File: src/rtl/mac_sequencer.sv
// Purpose: sequences one signed 32-bit dot product by streaming weight and image memories into an external MAC.
// Latency: done pulses len+3 cycles after the go edge; result is valid from that cycle onward.
// Backpressure: none; a go that arrives while busy is dropped, not queued.
module mac_sequencer #(
  parameter int ADDR_W = 10
) (
  input  logic              clk,
  input  logic              rst_n,
  input  logic              go,
  input  logic [ADDR_W-1:0] len,
  input  logic [ADDR_W-1:0] w_base,
  input  logic [ADDR_W-1:0] im_base,
  output logic [ADDR_W-1:0] w_addr,
  output logic [ADDR_W-1:0] im_addr,
  input  logic [31:0]       w_rdata,
  input  logic [31:0]       im_rdata,
  output logic              mac_start,
  output logic              mac_stop,
  output logic [31:0]       mac_w,
  output logic [31:0]       mac_im,
  input  logic [31:0]       mac_p,
  output logic              busy,
  output logic              done,
  output logic [31:0]       result
);

  typedef enum logic [2:0] {IDLE, CLEAR, FEED, DRAIN, DONE} state_t;

  localparam logic [ADDR_W-1:0] ADDR_ONE = {{(ADDR_W-1){1'b0}}, 1'b1};

  state_t            state, state_nxt;
  logic [ADDR_W-1:0] cnt;
  logic              start_req;

  assign start_req = (state == IDLE) && go;

  // State register; reset forces IDLE regardless of the clock.
  always_ff @(posedge clk or negedge rst_n) begin
    if (!rst_n) begin
      state <= IDLE;
    end else begin
      state <= state_nxt;
    end
  end

  // Next-state decode and per-state MAC control outputs.
  always_comb begin
    state_nxt = state;
    mac_start = 1'b0;
    mac_stop  = 1'b1;
    mac_w     = 32'd0;
    mac_im    = 32'd0;
    busy      = 1'b1;
    done      = 1'b0;
    case (state)
      IDLE: begin
        busy = 1'b0;
        if (go) state_nxt = CLEAR;
      end
      CLEAR: begin
        mac_start = 1'b1;
        state_nxt = (cnt != '0) ? FEED : DRAIN;
      end
      FEED: begin
        mac_stop = 1'b0;
        mac_w    = w_rdata;
        mac_im   = im_rdata;
        if (cnt == ADDR_ONE) state_nxt = DRAIN;
      end
      DRAIN: begin
        state_nxt = DONE;
      end
      DONE: begin
        done      = 1'b1;
        state_nxt = IDLE;
      end
      default: begin
        state_nxt = IDLE;
      end
    endcase
  end

  // Remaining-products counter: loaded with len on start, counts down once per FEED cycle.
  always_ff @(posedge clk or negedge rst_n) begin
    if (!rst_n) begin
      cnt <= '0;
    end else if (start_req) begin
      cnt <= len;
    end else if (state == FEED) begin
      cnt <= cnt - ADDR_ONE;
    end
  end

  // Read addresses: the bases double as the latched start points; each advances one step
  // per CLEAR/FEED cycle so data lands one cycle ahead of its use. Wraps naturally.
  always_ff @(posedge clk or negedge rst_n) begin
    if (!rst_n) begin
      w_addr  <= '0;
      im_addr <= '0;
    end else if (start_req) begin
      w_addr  <= w_base;
      im_addr <= im_base;
    end else if (state == CLEAR || state == FEED) begin
      w_addr  <= w_addr + ADDR_ONE;
      im_addr <= im_addr + ADDR_ONE;
    end
  end

  // Capture the accumulator once the final product has been folded in.
  always_ff @(posedge clk or negedge rst_n) begin
    if (!rst_n) begin
      result <= 32'd0;
    end else if (state == DRAIN) begin
      result <= mac_p;
    end
  end

endmodule

File: config.mk
export PLATFORM = sky130hd
export DESIGN_NAME = mac_sequencer
export DESIGN_NICKNAME = d
export VERILOG_FILES = /design/src/rtl/mac_sequencer.sv
export SDC_FILE = /design/constraint.sdc
export NUM_CORES = 1
export LEC_CHECK = 0
export CORE_ASPECT_RATIO = 2
export CORE_MARGIN = 1.5
export CORE_UTILIZATION = 32
export CTS_CLUSTER_DIAMETER = 80
export DETAILED_ROUTE_END_ITERATION = 10
export HOLD_SLACK_MARGIN = 0.05
export PLACE_DENSITY = 0.78
export SYNTH_ARGS = -nofsm -noshare
export SYNTH_HDL_FRONTEND = slang
export SYNTH_SLANG_ARGS = --single-unit
File: constraint.sdc
create_clock -name clk -period 1.6 [get_ports clk]
set_input_delay 0.24 -clock clk [delete_from_list [all_inputs] [get_ports clk]]
set_output_delay 0.24 -clock clk [all_outputs]
set_load 0.005 [all_outputs]
==> flow_summary.json, run 1 <==
{
  "status": "finished, violations left",
  "violations": "negative setup slack",
  "syn_area_per_cell_sq_um": 8.42,
  "ys_seq_area_share_pct": 46.0,
  "post-route-period-util_pct": 124,
  "final_layout_size_suffix_gt1_share_pct": 33.7,
  "fp.coreArea_sq_um": 10800,
  "ys.flop_type": "dfrtp_1",
  "synthDistinctLibCells": 47,
  "grt-ovfl-total": 0,
  "worst_slack_ps": -377,
  "grt_pass1_wl_um": 24600,
  "drc": 0,
  "drt-initial-drc-count": 234,
  "critPathLaunchType": "flop",
  "cts_buffer_depth": 2,
  "worst-setup-path-type": "reg2reg",
  "nNetsFinal": 860,
  "cts-root-buf": "clkbuf_16",
  "cp.required_ps": 1800,
  "power_density_nw_per_um2": 1940,
  "drv_cap": 0,
  "grt_max_degree": 34,
  "vias": 4365,
  "use_met3_pct": 7.31,
  "place_area_sq_um": 6370,
  "drt_wl_total_um": 17000,
  "numCtsBuffers": 9,
  "netlist_area_sq_um": 3540,
  "end_kind": "flop",
  "final_cell_area_sq_um": 7670,
  "die_h_um": 152,
  "die_w_um": 77.4,
  "path_clk_slew_ps": 60,
  "place.gp.congestion": 0.849,
  "period_needed_ps": 1980,
  "min_path_type": "in2async",
  "route.antenna.remaining_nets": 0,
  "async_reset_ff_share_pct": 100,
  "drtPass1Iterations": 4,
  "setup_viol": 129,
  "grt_use_total_pct": 27.6,
  "num_io_pins": 249,
  "diodes": 0,
  "crit_fanout": 9,
  "fin_util_pct": 71.0,
  "initial_utilization_pct": 32.7,
  "rsz0062_at_grt": "true",
  "grtUsageMet2_pct": 50.2,
  "hold_violations": 0,
  "synth_cells": 420,
  "tightest_slew_ps": 560,
  "antenna_found_initial": 0,
  "grt-busiest-layer": "met2",
  "ys_ff_latch": 65,
  "area_growth_pct": 117,
  "io_buffers": 248,
  "cts_sinks": 65,
  "die-area_sq_um": 11700,
  "worstPathArrival_ps": 2180,
  "n_fill_cell": 775,
  "vdd_drop_max_mv": 0.976,
  "yosys_warnings": 0,
  "skew_ps": 7.53,
  "hpwl_um": 11300,
  "leakagePower_nw": 3.49,
  "cts_tree": "built",
  "via_per_inst": 5.01,
  "slew_headroom_pct": 62.7,
  "wl_per_cell_um": 19.5,
  "use_met1_pct": 30.1,
  "slew_violations": 0,
  "synth-edff-count": 0,
  "h-tree-depth": 3,
  "fp-row-count": 54,
  "fmax_mhz": 506,
  "grt_pass1_vias": 4524,
  "pre_cts_ws_ps": -314,
  "synth_nets": 553,
  "clk-insertion-delay-late_ps": 330
}
==> metal layers <==
| layer | wire, um | share of wire, % |
|---|---|---|
| met1 | 5850 | 34 |
| met2 | 9450 | 55 |
| met3 | 1240 | 7.3 |
| met4 | 495 | 2.9 |
| met5 | 0 | 0 |
==> metrics by stage <==
step	setup TNS [ps]	hold slack, ps	power (mW)	instances
4_1_cts	-19680	430	13.9	858
2_1_floorplan	0	-55.6	5.85	420
6_report	-26860	439	14.9	872
3_5_place_dp	-16510	262	9.85	815
5_1_grt	-35950	444	15.7	872
3_3_place_gp	-12290	251	9.61	815
==> cells by family after synthesis <==
family,share of synthesized area [%]
flip-flops,46.0
AND/OR/NAND/NOR,36.4
XOR/XNOR,0.990
buffers and inverters,4.17
adder cells (fa/ha/maj),1.41
AO/OA/AOI/OAI,11.1
==> critical path, cell delays in order, from the launching register on <==
cell and delay, ps:
dfrtp_1 410, buf_4 150, buf_6 110, buf_8 130, buf_4 140, nor4b_4 370, buf_4 220, nor2_4 40
a221o_1 290
==> path summary, 6_finish.rpt <==
kind | slack (ps) | to | from | depth (start not counted)
min | 440 | im_addr[8] | rst_n | 2
max reg2reg | -380 | cnt[1] | state[2] | 8
min reg2reg | 470 | result[12] | result[12] | 2
max in group asynchronous | 600 | cnt[1] | rst_n | 3
max | -380 | cnt[1] | state[2] | 8
min in group clk | 440 | result[8] | mac_p[8] | 3
==> flip-flops by register name, summed over array words and instances, names as in the netlist <==
name     cells
cnt         10
im_addr     10
result      32
state        3
w_addr      10
==> synth_stat cells, types with 2 or more instances <==
| cell type | number | share of area, % |
|---|---|---|
| o31ai_2 | 2 | 0.71 |
| nor2_1 | 16 | 1.7 |
| o22ai_1 | 3 | 0.53 |
| nor4_1 | 3 | 0.53 |
| clkbuf_1 | 10 | 1.1 |
| o21ai_0 | 10 | 1.4 |
| nand4_1 | 7 | 1.2 |
| and2_1 | 67 | 12 |
| a31oi_1 | 4 | 0.71 |
| o31a_1 | 2 | 0.50 |
| o211ai_1 | 6 | 1.3 |
| a311oi_1 | 3 | 0.74 |
| buf_2 | 12 | 1.7 |
| inv_1 | 8 | 0.85 |
| and4_1 | 4 | 0.99 |
| nand3_1 | 10 | 1.4 |
| or3_1 | 2 | 0.35 |
| and3_1 | 4 | 0.71 |
| a221o_1 | 3 | 0.85 |
| xor2_1 | 3 | 0.74 |
| nand2_1 | 126 | 13 |
| nor3b_1 | 3 | 0.64 |
| dfrtp_1 | 65 | 46 |
| o2bb2ai_1 | 2 | 0.50 |
| a22oi_1 | 2 | 0.42 |
| nor3_1 | 10 | 1.4 |
| ha_1 | 4 | 1.4 |
| a21oi_1 | 10 | 1.4 |
==> area by class of cell <==
| type | instances | area, sq um | area share [%] |
|---|---|---|---|
| Clock buffer | 10 | 239 | 3.12 |
| Clock inverter | 6 | 65.1 | 0.848 |
| Inverter | 9 | 46.3 | 0.603 |
| Multi-Input combinational cell | 323 | 2060 | 26.8 |
| Sequential cell | 65 | 1630 | 21.3 |
| Tap cell | 140 | 175 | 2.28 |
| Timing Repair Buffer | 319 | 3460 | 45.1 |
==> placed cells by master, fill, tap and decap left out, types with 3 or more instances in the layout <==
cell type / synthesis / layout
a21oi_1: 10 / 9
nand2_1: 126 / 121
buf_6: 1 / 84
o21ai_1: 1 / 8
nand2_2: 0 / 3
a221o_1: 3 / 3
a31oi_1: 4 / 4
inv_1: 8 / 7
dfrtp_2: 0 / 3
nor2_2: 0 / 3
and4_1: 4 / 4
and3_1: 4 / 4
nor3_1: 10 / 9
and2_4: 0 / 62
nor2_1: 16 / 12
and2_1: 67 / 5
nand4_1: 7 / 7
ha_1: 4 / 4
buf_4: 0 / 26
nand3_1: 10 / 8
clkdlybuf4s50_1: 0 / 179
xor2_1: 3 / 3
dfrtp_1: 65 / 62
o31ai_2: 2 / 3
buf_16: 0 / 6
o211ai_1: 6 / 6
clkbuf_16: 0 / 10
buf_8: 0 / 5
buf_2: 12 / 4
o22ai_1: 3 / 3
buf_12: 0 / 10
==> power breakdown <==
group / leakage (nW) / switching, mW / internal, mW
Combinational: 2.56 / 3.94 / 5.78
Sequential: 0.779 / 0.688 / 2.48
Clock: 0.149 / 0.756 / 1.25
==> timing repair <==
action                     4_1_cts  5_1_grt
pin swaps                       45       36
cloned                           7        4
buffers inserted                19       11
resized for setup              381      104
hold endpoints to repair        20        0
setup endpoints to repair       86       99
hold buffers                     1        0
Note: power is estimated with default switching activity, not from simulation.
==> inputs of run 2 (changes only) <==
--- a/config.mk
+++ b/config.mk
@@ -12,6 +12,7 @@
 export DETAILED_ROUTE_END_ITERATION = 10
 export HOLD_SLACK_MARGIN = 0.05
 export PLACE_DENSITY = 0.78
+export SLEW_MARGIN = 40
 export SYNTH_ARGS = -nofsm -noshare
 export SYNTH_HDL_FRONTEND = slang
 export SYNTH_SLANG_ARGS = --single-unit
==> results of run 2 <==
No change in the layout: final DEF, timing and power equal those of run 1.
